==> src/rtl/vx_vgpr_req_arbiter.sv <==
// ============================================================================
// Module   : vx_vgpr_req_arbiter
// Brief    : Round-robin arbiter sharing one VGPR bank read port; routes
//            in-order bank responses back to the originating requester.
// Revision : 1.0
// ============================================================================
`default_nettype none

module vx_vgpr_req_arbiter #(
    parameter int NUM_REQS    = 4,
    parameter int REQ_DATAW   = 32,
    parameter int RSP_DATAW   = 128,
    parameter int MAX_PENDING = 4
) (
    input  logic                            clk,
    input  logic                            reset,
    input  logic [NUM_REQS-1:0]             req_valid,
    input  logic [NUM_REQS*REQ_DATAW-1:0]   req_data,
    output logic [NUM_REQS-1:0]             req_ready,
    output logic                            bank_req_valid,
    output logic [REQ_DATAW-1:0]            bank_req_data,
    input  logic                            bank_req_ready,
    input  logic                            bank_rsp_valid,
    input  logic [RSP_DATAW-1:0]            bank_rsp_data,
    output logic [NUM_REQS-1:0]             rsp_valid,
    output logic [RSP_DATAW-1:0]            rsp_data,
    output logic [$clog2(MAX_PENDING):0]    pending_cnt,
    output logic                            rsp_err
);

    localparam int c_IDXW  = $clog2(NUM_REQS);
    localparam int c_IDXW1 = c_IDXW + 1;
    localparam int c_PTRW  = $clog2(MAX_PENDING);
    localparam int c_CNTW  = c_PTRW + 1;

    localparam logic [c_IDXW1-1:0] c_NUM_REQS    = c_IDXW1'(NUM_REQS);
    localparam logic [c_IDXW-1:0]  c_LAST_REQ    = c_IDXW'(NUM_REQS - 1);
    localparam logic [c_CNTW-1:0]  c_MAX_PENDING = c_CNTW'(MAX_PENDING);

    logic [c_IDXW-1:0]    rr_ptr_q, rr_ptr_d;
    logic                 bank_req_valid_q, bank_req_valid_d;
    logic [REQ_DATAW-1:0] bank_req_data_q, bank_req_data_d;
    logic [NUM_REQS-1:0]  rsp_valid_q, rsp_valid_d;
    logic [RSP_DATAW-1:0] rsp_data_q, rsp_data_d;
    logic [c_CNTW-1:0]    cnt_q, cnt_d;
    logic                 err_q, err_d;
    logic [c_PTRW-1:0]    wr_ptr_q, wr_ptr_d;
    logic [c_PTRW-1:0]    rd_ptr_q, rd_ptr_d;
    logic [c_IDXW-1:0]    tag_mem_q [MAX_PENDING];

    logic                 out_free;
    logic                 grant;
    logic                 win_found;
    logic [c_IDXW-1:0]    win_idx;
    logic [c_IDXW1-1:0]   cand;
    logic                 push;
    logic                 pop;

    // Rotating priority search starting at rr_ptr_q, wrapping modulo NUM_REQS.
    always_comb begin
        win_found = 1'b0;
        win_idx   = '0;
        cand      = '0;
        for (int k = 0; k < NUM_REQS; k++) begin
            cand = {1'b0, rr_ptr_q} + c_IDXW1'(k);
            if (cand >= c_NUM_REQS) begin
                cand = cand - c_NUM_REQS;
            end
            if (!win_found && req_valid[cand[c_IDXW-1:0]]) begin
                win_found = 1'b1;
                win_idx   = cand[c_IDXW-1:0];
            end
        end
    end

    assign out_free = !bank_req_valid_q || bank_req_ready;
    assign grant    = reset && out_free && (cnt_q < c_MAX_PENDING) && win_found;
    assign push     = grant;
    assign pop      = bank_rsp_valid && (cnt_q != '0);

    always_comb begin
        req_ready = '0;
        if (grant) begin
            req_ready[win_idx] = 1'b1;
        end
    end

    always_comb begin
        rr_ptr_d         = rr_ptr_q;
        bank_req_valid_d = bank_req_valid_q;
        bank_req_data_d  = bank_req_data_q;
        rsp_valid_d      = '0;
        rsp_data_d       = rsp_data_q;
        cnt_d            = cnt_q;
        err_d            = err_q | (bank_rsp_valid && (cnt_q == '0));
        wr_ptr_d         = push ? wr_ptr_q + c_PTRW'(1) : wr_ptr_q;
        rd_ptr_d         = pop  ? rd_ptr_q + c_PTRW'(1) : rd_ptr_q;

        if (grant) begin
            rr_ptr_d         = (win_idx == c_LAST_REQ) ? '0 : win_idx + c_IDXW'(1);
            bank_req_valid_d = 1'b1;
            bank_req_data_d  = req_data[win_idx*REQ_DATAW +: REQ_DATAW];
        end else if (bank_req_ready) begin
            bank_req_valid_d = 1'b0;
        end

        if (pop) begin
            rsp_valid_d[tag_mem_q[rd_ptr_q]] = 1'b1;
            rsp_data_d                       = bank_rsp_data;
        end

        case ({push, pop})
            2'b10:   cnt_d = cnt_q + c_CNTW'(1);
            2'b01:   cnt_d = cnt_q - c_CNTW'(1);
            default: cnt_d = cnt_q;
        endcase
    end

    always_ff @(posedge clk) begin
        if (!reset) begin
            rr_ptr_q         <= '0;
            bank_req_valid_q <= 1'b0;
            bank_req_data_q  <= '0;
            rsp_valid_q      <= '0;
            rsp_data_q       <= '0;
            cnt_q            <= '0;
            err_q            <= 1'b0;
            wr_ptr_q         <= '0;
            rd_ptr_q         <= '0;
        end else begin
            rr_ptr_q         <= rr_ptr_d;
            bank_req_valid_q <= bank_req_valid_d;
            bank_req_data_q  <= bank_req_data_d;
            rsp_valid_q      <= rsp_valid_d;
            rsp_data_q       <= rsp_data_d;
            cnt_q            <= cnt_d;
            err_q            <= err_d;
            wr_ptr_q         <= wr_ptr_d;
            rd_ptr_q         <= rd_ptr_d;
        end
    end

    // Tag storage needs no reset: occupancy is tracked solely by cnt_q and the pointers.
    always_ff @(posedge clk) begin
        if (push) begin
            tag_mem_q[wr_ptr_q] <= win_idx;
        end
    end

    assign bank_req_valid = bank_req_valid_q;
    assign bank_req_data  = bank_req_data_q;
    assign rsp_valid      = rsp_valid_q;
    assign rsp_data       = rsp_data_q;
    assign pending_cnt    = cnt_q;
    assign rsp_err        = err_q;

endmodule

`default_nettype wire
==> config.mk <==
export PLATFORM = sky130hd
export DESIGN_NAME = vx_vgpr_req_arbiter
export DESIGN_NICKNAME = d
export VERILOG_FILES = /design/src/rtl/vx_vgpr_req_arbiter.sv
export SDC_FILE = /design/constraint.sdc
export NUM_CORES = 1
export LEC_CHECK = 0
export CORE_AREA = 2 2 170 172
export DETAILED_ROUTE_END_ITERATION = 8
export DIE_AREA = 0 0 172 174
export MAX_ROUTING_LAYER = met4
export PLACE_DENSITY = 0.74
export SLEW_MARGIN = 20
export SYNTH_ARGS = -nofsm -noshare
export SYNTH_HDL_FRONTEND = slang
export SYNTH_SLANG_ARGS = --single-unit
==> constraint.sdc <==
create_clock -name clk -period 3.7 [get_ports clk]
set_clock_uncertainty 0.05 [all_clocks]
set_input_delay 0.74 -clock clk [delete_from_list [all_inputs] [get_ports clk]]
set_output_delay 0.74 -clock clk [all_outputs]
set_load 0.01 [all_outputs]
==> results of run 1 <==
==> registers in the layout, indices dropped and copies added, names as in the netlist, named ones only <==
register and cells:
bank_req_data 32, rsp_data 128, rd_ptr_q 2, tag_mem_q 8
pending_cnt 3, wr_ptr_q 2, bank_req_valid 1, rsp_valid 4
rsp_err 1, rr_ptr_q 2
==> routing by layer <==
layer	vias to the layer above	share of wire, %
met4	0	3.7
li1	4050	-
met5	-	0
met1	3737	40
met3	61	9.1
met2	341	47
==> metrics by stage <==
stage / area (um^2) / hold slack (ps)
2_1_floorplan: 8036 / 414.6
3_3_place_gp: 12800 / 399.7
3_5_place_dp: 12800 / 406.4
4_1_cts: 13370 / 417.3
5_1_grt: 13410 / 436.6
6_report: 13410 / 411.7
==> area by class of cell <==
class	count	share of cell area [%]
antenna	1	0.01867
multi-input combinational	657	28.13
tap	384	3.584
clock buffer	17	3.173
sequential	185	28.22
clock inverter	15	0.9707
inverter	42	1.213
timing repair buffer	466	34.68
==> cells by family after synthesis <==
family          Yosys count  synth area share (%)
compound gates          236                 22.22
fa+ha+maj                10                 1.650
simple gates            404                 21.36
flops                   185                 47.08
mux                       2                0.5604
xor+xnor                  5                0.5449
buf+inv                 122                 6.586
==> repair_timing <==
item / CTS / global route
setup buffers: 0 / 2
gates resized for setup: 3 / 7
pin swaps: 0 / 1
setup endpoints to repair: 4 / 4
==> report_power, final <==
group / total (uW) / internal [uW] / switching (uW)
clock network: 1750 / 885 / 860
registers: 2800 / 2520 / 281
logic: 3260 / 1640 / 1620
==> cells in the final DEF, fill, tap and decap left out, types with 2 or more instances in the layout <==
cell type / netlist / routed
o221ai_2: 3 / 3
edfxtp_1: 8 / 8
inv_6: 0 / 6
nor2b_2: 0 / 2
inv_8: 0 / 2
dlymetal6s2s_1: 0 / 5
inv_4: 1 / 2
o221ai_1: 29 / 29
inv_1: 40 / 40
o21ai_0: 35 / 35
clkinv_2: 0 / 3
nand3_1: 65 / 65
buf_4: 2 / 27
nor2_1: 4 / 4
and2_1: 14 / 14
mux4_2: 2 / 2
clkinvlp_4: 0 / 2
dfxtp_1: 177 / 177
xnor2_1: 4 / 4
a21boi_0: 132 / 132
nand2_1: 299 / 299
nor2b_1: 6 / 4
nor3_1: 4 / 4
ha_1: 9 / 9
buf_12: 0 / 4
clkbuf_16: 0 / 17
a22o_1: 32 / 32
clkdlybuf4s50_1: 0 / 430
==> worst reg2reg max path: cells and delay by family (launching register included) <==
kind                   cells  cell delay (ps)
buffers and inverters      1              490
AOI/OAI and AO/OA          2              550
and+or+nand+nor            3             1040
DFF                        1              330
==> final timing paths <==
path                              endpoint  slack [ps]  depth (start not counted)                   startpoint
max                           req_ready[2]         330                          8                 req_valid[2]
min              rsp_data[75]$_SDFFE_PN0P_         410                          2    rsp_data[75]$_SDFFE_PN0P_
max reg2reg  bank_req_data[1]$_SDFFE_PN0P_        1180                          6  bank_req_valid$_SDFFE_PN0P_
min reg2reg      rsp_data[75]$_SDFFE_PN0P_         410                          2    rsp_data[75]$_SDFFE_PN0P_
==> qor.txt, run 1 <==
Status: completed
Top cells by area, synth: dfxtp_1 (44%), nand2_1 (14%), a21boi_0 (12%)
Storage cell area: 0.003784 mm^2
Clk_lat worst skew: 440 ps
I/O Buffers: 436
Design Power: 7805 uW
Highest net fanout along the worst path: 4
Final Hold Viols: 0
Met2 GRT Util: 30.56%
RSZ-0062 raised after global routing: no
Fillers: 2719
Max_cap viols: 0
Fin crit share: 91.09%
Fin crit period: 3370 ps
Crit path launch type: input pin
Largest net degree at the start of global routing: 132
GR Util All Layers: 18.43%
CP required: 2910 ps
Layer with the highest usage: met2
Max Clk Rate: 0.2967 GHz
Worst relative slew slack: 49.79%
DP Cell Count: 1732
Max incr delay on CP: 520 ps
CP top delay family: simple AND/OR/NAND/NOR gates
Synthesized area per cell: 8.337 um^2
Pre-CTS setup slack: -47.31 ps
CTS sink count: 185
Final std cells w/o fill: 1767
WP data arrival: 2580 ps
Synth async-reset ratio: 0%
Final setup fails: 0
DR WL/cell: 15.74 um
Multi-input logic area: 0.003771 mm^2
Met1 usage: 20.03%
Area Overhead vs Synth: 66.81%
Most frequent cell after synthesis: nand2_1
Syn_nets: 1238
Tightest Hold Check Type: reg -> reg
Total Routed Length: 27.82 mm
Buf/Inv on CP: 3
Residual DRC: 0
Io pins: 437
Routed Antenna Nets: 0
Layout cells sized above 1: 6.151%
Met3 Use GR: 6.239%
Initial antenna violation count: 1
Vias in the first global route: 7907
CP max stage cell: or4b_4
Synthesized instance count: 964
Leak Pwr: 0.005056 uW
TritonCTS clock tree: done
Peak supply drop: 0.0005546 V
Initial drt markers: 413
Vias: 8189
Total CTS buffers: 17
Core footprint: 0.02824 mm^2
Least-Margin Pin Slew: 753.2 ps
CTS clk-pin slew, worst paths: 60 ps
Sequential cell area fraction in the yosys report: 47.08%
Final core occ: 47.47%
Cell variety after synth: 42
Most used DFF post-synth: dfxtp_1
Final worst slack: 329.7 ps
Top-area cell type share of the netlist area: 44.09%
Die X-Extent: 172 um
DIE HEIGHT: 174 um
Commonest cells post-synth: nand2_1 (299), dfxtp_1 (177), a21boi_0 (132), nand3_1 (65), clkbuf_1 (52)
Routability congestion estimate: 0.9025
Root Driver: clkbuf_16
Total grt overflow: 0
Detailed placement HPWL: 20.26 mm
H-tree Lvls: 4
Cts-stage hold buffer count: 0
Initial core utilization: 28.46%
Crit path kind: in -> out
Post-Syn Area: 0.008036 mm^2
Final nets: 1643
Vias per cell: 4.634
FF+latch count, synth: 185
DRT Pass-1 Iters: 4
Setup crit end kind: output pin
Synth warnings: 0
Largest area contributor in the netlist: dfxtp_1
Max Root-Sink Buffers: 2
Final Max Tran Viols: 0
Setup TNS: 0 ps
Power per Cell Area: 582.2 mW/mm^2
# rows: 62
First-pass GRT wire length: 41.92 mm
CP Cell Sequence: clkdlybuf4s50_1 -> and2b_2 -> or4b_4 -> nand2_4 -> inv_4 -> ha_1 -> and2_1 -> dlymetal6s2s_1
EDFF count, synth: 8
Die Footprint: 0.02993 mm^2
Note: power is estimated with default switching activity, not from simulation.
==> run 2: changes to the inputs <==
--- a/config.mk
+++ b/config.mk
@@ -9,7 +9,7 @@
 export DETAILED_ROUTE_END_ITERATION = 8
 export DIE_AREA = 0 0 172 174
 export MAX_ROUTING_LAYER = met4
-export PLACE_DENSITY = 0.74
+export PLACE_DENSITY_LB_ADDON = 0.3
 export SLEW_MARGIN = 20
 export SYNTH_ARGS = -nofsm -noshare
 export SYNTH_HDL_FRONTEND = slang
==> qor.txt, run 2 (synthesis gave the netlist of run 1 again) <==
Status: completed
Flop2flop setup slack: 1230 ps (+50 ps)
Path depth of the worst reg2reg path: 10 (+4)
Initial antenna violation count: 1 (unchanged)
Critical path endpoint: req_ready[3]
Fillers: 2800 (+3.0%)
Commonest non-fill, non-tap cell in the layout: clkdlybuf4s50_1
Peak supply drop: 0.0003551 V (-36%)
WP data arrival: 2730 ps (+150 ps)
Vias in the first global route: 7999 (+1.2%)
Setup crit end kind: output pin
# rows: 62 (unchanged)
Most frequent cells in the layout: clkdlybuf4s50_1 (430), nand2_1 (299), dfxtp_1 (177)
Initial drt markers: 405 (-1.9%)
DR WL/cell: 16.29 um (+3.5%)
Routability congestion estimate: 0.8786 (-2.6%)
Max Root-Sink Buffers: 2 (unchanged)
DRT Pass-1 Iters: 4 (unchanged)
Final setup fails: 0 (unchanged)
Tightest Hold Check Type: reg -> reg
Fin crit share: 95.25% (+4.2 points)
Root Driver: clkbuf_16
CTS sink count: 185 (unchanged)
Pre-CTS setup slack: -107.1 ps (-59.81 ps)
GR Util All Layers: 18.85% (+0.42 points)
Worst r2r dst: pending_cnt[2]$_SDFFE_PN0P_
Least-Margin Pin Slew: 853.2 ps (+100.0 ps)
Clk_lat worst skew: 430 ps (about the same)
Worst relative slew slack: 43.12% (-6.7 points)
Crit path kind: in -> out
Crit path launch: req_valid[2]
Power per Cell Area: 586.2 mW/mm^2 (+0.68%)
Placed inst area: 0.01279 mm^2 (-0.14%)
Die X-Extent: 172 um (unchanged)
Final Max Tran Viols: 0 (unchanged)
Crit path launch type: input pin
Finished Cell Area: 0.01337 mm^2 (-0.25%)
Met1 usage: 20.36% (+0.33 points)
Max reg flops: 128 (unchanged)
Setup TNS: 0 ps (unchanged)
Final Hold Viols: 0 (unchanged)
DIE HEIGHT: 174 um (unchanged)
Vias per cell: 4.621 (-0.29%)
Final worst slack: 175.7 ps (-154.0 ps)
Area Overhead vs Synth: 66.39%
CP required: 2910 ps (about the same)
I/O Buffers: 436 (unchanged)
Layout cells sized above 1: 5.720% (-0.43 points)
Core footprint: 0.02824 mm^2 (unchanged)
Layer with the highest usage: met2
CTS clk-pin slew, worst paths: 70 ps (about the same)
Initial core utilization: 28.46% (unchanged)
Max Clk Rate: 0.2837 GHz (-4.4%)
Largest net degree at the start of global routing: 132 (unchanged)
Leak Pwr: 0.004987 uW (-1.4%)
Fin crit period: 3524 ps (+154.0 ps)
Highest net fanout along the worst path: 5 (+1)
Routed Antenna Nets: 0 (unchanged)
Vias: 8165 (-0.29%)
Final nets: 1642 (-0.061%)
Detailed placement HPWL: 20.72 mm (+2.3%)
Max_cap viols: 0 (unchanged)
Total CTS buffers: 17 (unchanged)
Met2 GRT Util: 32.73% (+2.2 points)
First-pass GRT wire length: 42.70 mm (+1.8%)
Reg2reg start: bank_req_valid$_SDFFE_PN0P_
Total Routed Length: 28.79 mm (+3.5%)
H-tree Lvls: 4 (unchanged)
TritonCTS clock tree: done
Io pins: 437 (unchanged)
Total grt overflow: 0 (unchanged)
Die Footprint: 0.02993 mm^2 (unchanged)
Met3 Use GR: 6.239% (unchanged)
Residual DRC: 0 (unchanged)
RSZ-0062 raised after global routing: no
-- run 2: cell count changes in the layout (fill, tap and decap cells not counted), moves of 3 or more --
cell            before  now
clkinv_4             1    4
dlygate4sd2_1        0    5
dlymetal6s2s_1       5    0
inv_6                6    1
-- run 2: routing by layer --
metal	up-vias	wire length [um]
li1	4044	-
met1	3766	11510
met2	324	14270
met3	31	2498
met4	0	513
met5	-	0
-- run 2: report_power, final --
| part | switching [uW] | internal (uW) | total, uW |
|---|---|---|---|
| clock network | 820 | 974 | 1790 |
| registers | 275 | 2520 | 2790 |
| logic | 1630 | 1630 | 3250 |
| total | 2720 | 5120 | 7840 |
-- run 2: metrics by stage --
| step | std cells | utilization, % | power [uW] | hold WS [ps] |
|---|---|---|---|---|
| after detailed placement | 1733 | 45.28 | 6126 | 405.6 |
| after global routing | 1766 | 47.35 | 8345 | 429.6 |
| after floorplan | 964 | - | 4402 | 414.6 |
| final | 1767 | 47.35 | 7838 | 412.4 |
| after CTS | 1765 | 47.34 | 7959 | 415.6 |
| after global placement | 1733 | 45.28 | 6080 | 399.0 |
-- run 2: worst min-delay path by stage --
stage / startpoint / end / slack [ps] / cells after the start
floorplan: rr_ptr_q[0]$_SDFFE_PN0P_ / rr_ptr_q[0]$_SDFFE_PN0P_ / 410 / 2
global placement: rsp_data[26]$_SDFFE_PN0P_ / rsp_data[26]$_SDFFE_PN0P_ / 400 / 2
detailed placement: rsp_data[67]$_SDFFE_PN0P_ / rsp_data[67]$_SDFFE_PN0P_ / 410 / 2
CTS: rsp_data[67]$_SDFFE_PN0P_ / rsp_data[67]$_SDFFE_PN0P_ / 420 / 2
global route: rsp_data[51]$_SDFFE_PN0P_ / rsp_data[51]$_SDFFE_PN0P_ / 430 / 2
finish: rsp_data[51]$_SDFFE_PN0P_ / rsp_data[51]$_SDFFE_PN0P_ / 410 / 2
-- run 2: cell type report --
cell class                 instances  area [um^2]  share of cell area (%)
antenna                            2        5.005                 0.03743
clock buffer                      19        454.2                   3.397
clock inverter                    13        122.6                  0.9170
inverter                          42        162.7                   1.216
multi-input combinational        657         3765                   28.16
sequential                       185         3784                   28.30
tap                              384        480.5                   3.593
timing repair buffer             465         4598                   34.39
-- run 2: timing repair --
item,CTS,global route
setup endpoints to repair,4,0
buffers inserted,0,0
resized for setup,8,0
hold buffers,0,0
-- run 2: worst max-delay path, cell delays in order --
cell and delay (ps):
clkdlybuf4s50_1 430, buf_4 140, nor2b_2 160, a211oi_1 310
or2_2 240, inv_1 90, ha_1 200, and2_1 130
dlygate4sd2_1 290
==> run 3: changes to the inputs <==
--- a/config.mk
+++ b/config.mk
@@ -5,12 +5,14 @@
 export SDC_FILE = /design/constraint.sdc
 export NUM_CORES = 1
 export LEC_CHECK = 0
+export CAP_MARGIN = 0
 export CORE_AREA = 2 2 170 172
 export DETAILED_ROUTE_END_ITERATION = 8
 export DIE_AREA = 0 0 172 174
 export MAX_ROUTING_LAYER = met4
 export PLACE_DENSITY_LB_ADDON = 0.3
-export SLEW_MARGIN = 20
+export SKIP_LAST_GASP = 1
+export SLEW_MARGIN = 25
 export SYNTH_ARGS = -nofsm -noshare
 export SYNTH_HDL_FRONTEND = slang
 export SYNTH_SLANG_ARGS = --single-unit
==> qor.txt, run 3 (synthesis gave the netlist of run 1 again) <==
Area Overhead vs Synth: 66.49% (about the same)
Detailed placement HPWL: 20.72 mm (unchanged)
Peak supply drop: 0.0003551 V (about the same)
CTS sink count: 185 (unchanged)
Hold Crit Start: rsp_data[44]$_SDFFE_PN0P_
Power per Cell Area: 586.0 mW/mm^2 (about the same)
Initial core utilization: 28.46% (unchanged)
Clk_lat worst skew: 430 ps (about the same)
Routed Antenna Nets: 0 (unchanged)
Fin crit period: 3472 ps (-52.29 ps)
Placed inst area: 0.01279 mm^2 (unchanged)
Core footprint: 0.02824 mm^2 (unchanged)
# rows: 62 (unchanged)
Fin crit share: 93.84% (-1.4 points)
CP max stage cell: or4b_4
Worst r2r dst: pending_cnt[2]$_SDFFE_PN0P_
Path depth of the worst reg2reg path: 10 (unchanged)
Worst relative slew slack: 43.11% (about the same)
Residual DRC: 0 (unchanged)
Max incr delay on CP: 550 ps (+120 ps)
DR WL/cell: 16.30 um (about the same)
DIE HEIGHT: 174 um (unchanged)
Hold depth: 2 (unchanged)
Clock power frac: 22.9% (about the same)
I/O Buffers: 436 (unchanged)
CP Cell Sequence: clkdlybuf4s50_1 -> nor2b_1 -> or4b_4 -> nand2_4 -> inv_4 -> ha_1 -> and2_1 -> dlygate4sd2_1
Setup crit end kind: output pin
CTS clk-pin slew, worst paths: 60 ps (about the same)
Die Footprint: 0.02993 mm^2 (unchanged)
Max reg flops: 128 (unchanged)
Flop pwr share: 35.6% (about the same)
Storage cell area: 0.003784 mm^2 (unchanged)
WP data arrival: 2680 ps (-50 ps)
Total grt overflow: 0 (unchanged)
Tightest Hold Check Type: reg -> reg
Total Routed Length: 28.80 mm (about the same)
Vias per cell: 4.637 (+0.34%)
DRT Pass-1 Iters: 5 (+1)
Total CTS buffers: 17 (unchanged)
Max Root-Sink Buffers: 2 (unchanged)
Crit path launch type: input pin
Status: completed
Final core occ: 47.39% (about the same)
Largest net degree at the start of global routing: 132 (unchanged)
Setup TNS: 0 ps (unchanged)
Design Power: 7841 uW (about the same)
Flop2flop setup slack: 1230 ps (about the same)
H-tree Lvls: 4 (unchanged)
Leak Pwr: 0.005000 uW (+0.25%)
Max Clk Rate: 0.2880 GHz (+1.5%)
Post-CTS setup buffers: 0 (unchanged)
Initial drt markers: 406 (+0.25%)
Layout cells sized above 1: 5.793% (+0.072 points)
Fillers: 2799 (-0.036%)
Highest net fanout along the worst path: 4 (-1)
Max_cap viols: 0 (unchanged)
Vias: 8193 (+0.34%)
CP top delay family: simple AND/OR/NAND/NOR gates
First-pass GRT wire length: 42.70 mm (unchanged)
Final nets: 1642 (unchanged)
Most frequent cells in the layout: clkdlybuf4s50_1 (430), nand2_1 (299), dfxtp_1 (177)
Reg2reg start: bank_req_valid$_SDFFE_PN0P_
Routability congestion estimate: 0.8786 (unchanged)
Final Hold Viols: 0 (unchanged)
Buf/Inv on CP: 3 (-1)
Logic pwr share: 41.5% (about the same)
RSZ-0062 raised after global routing: no
Crit path kind: in -> out
Switching power: 2722 uW (about the same)
Die X-Extent: 172 um (unchanged)
Finished Cell Area: 0.01338 mm^2 (about the same)
Multi-input logic area: 0.003770 mm^2 (+0.13%)
Io pins: 437 (unchanged)
TritonCTS clock tree: done
Final Max Tran Viols: 0 (unchanged)
Vias in the first global route: 7999 (unchanged)
Final setup fails: 0 (unchanged)
Hold EP: rsp_data[44]$_SDFFE_PN0P_
Internal: 5119 uW (about the same)
Least-Margin Pin Slew: 853.3 ps (+0.1014 ps)
Commonest non-fill, non-tap cell in the layout: clkdlybuf4s50_1
CP required: 2910 ps (about the same)
Root Driver: clkbuf_16
Initial antenna violation count: 1 (unchanged)
Sw Ratio: 34.72% (about the same)
GR Util All Layers: 18.85% (unchanged)
## run 3: what timing repair did
item,in CTS,in global routing
endpoints found under the hold margin,0,0
setup endpoints to repair,4,1
hold buffers,0,0
resized for setup,7,2
pin swaps,0,0
## run 3: power by group through the flow
stage,logic [uW],clock network (uW),registers (uW)
6_report,3260,1790,2790
5_1_grt,3560,1940,2850
4_1_cts,3300,1860,2790
3_3_place_gp,3260,0,2820
3_5_place_dp,3300,0,2830
2_1_floorplan,1370,0,3030
## run 3: layout make-up
| cell class | count | area share, % |
|---|---|---|
| flip-flops and latches | 185 | 28.28 |
| diodes | 2 | 0.03740 |
| clock inverters | 13 | 0.9164 |
| multi-input cells | 657 | 28.17 |
| well taps | 384 | 3.591 |
| clock buffers | 19 | 3.394 |
| repair buffers | 465 | 34.39 |
| inverters | 42 | 1.216 |
## run 3: worst max-delay path by stage
stage	depth (start not counted)	from	end
finish	8	req_valid[0]	req_ready[2]
global route	9	req_valid[2]	req_ready[2]
CTS	8	req_valid[0]	req_ready[0]
detailed placement	7	req_valid[3]	req_ready[1]
global placement	7	req_valid[3]	req_ready[1]
floorplan	11	req_valid[2]	pending_cnt[2]$_SDFFE_PN0P_
## run 3: per-stage QoR
stage / std cells / setup slack, ps / hold WS [ps]
finish: 1767 / 228.0 / 412.1
CTS: 1765 / -8.654 / 415.6
floorplan: 964 / 700.4 / 414.6
global placement: 1733 / -73.34 / 399.0
global route: 1766 / 143.5 / 429.6
detailed placement: 1733 / -107.1 / 405.6
## run 3: layer usage
layer / global-route usage [%] / vias to the layer above / share of wire (%)
met5: - / - / 0
met4: 5.497 / 0 / 1.7
met3: 6.239 / 29 / 8.9
met2: 32.73 / 337 / 50
met1: 20.36 / 3784 / 40
li1: - / 4043 / -
## run 3: worst reg2reg max path: cells and delay by family, from the launching register on
family                   cells  cell delay [ps]
XOR/XNOR                     1              160
buffers and inverters        3              350
AND/OR/NAND/NOR              3              720
AO/OA/AOI/OAI                1              190
adder cells (fa/ha/maj)      2              570
flip-flops                   1              350
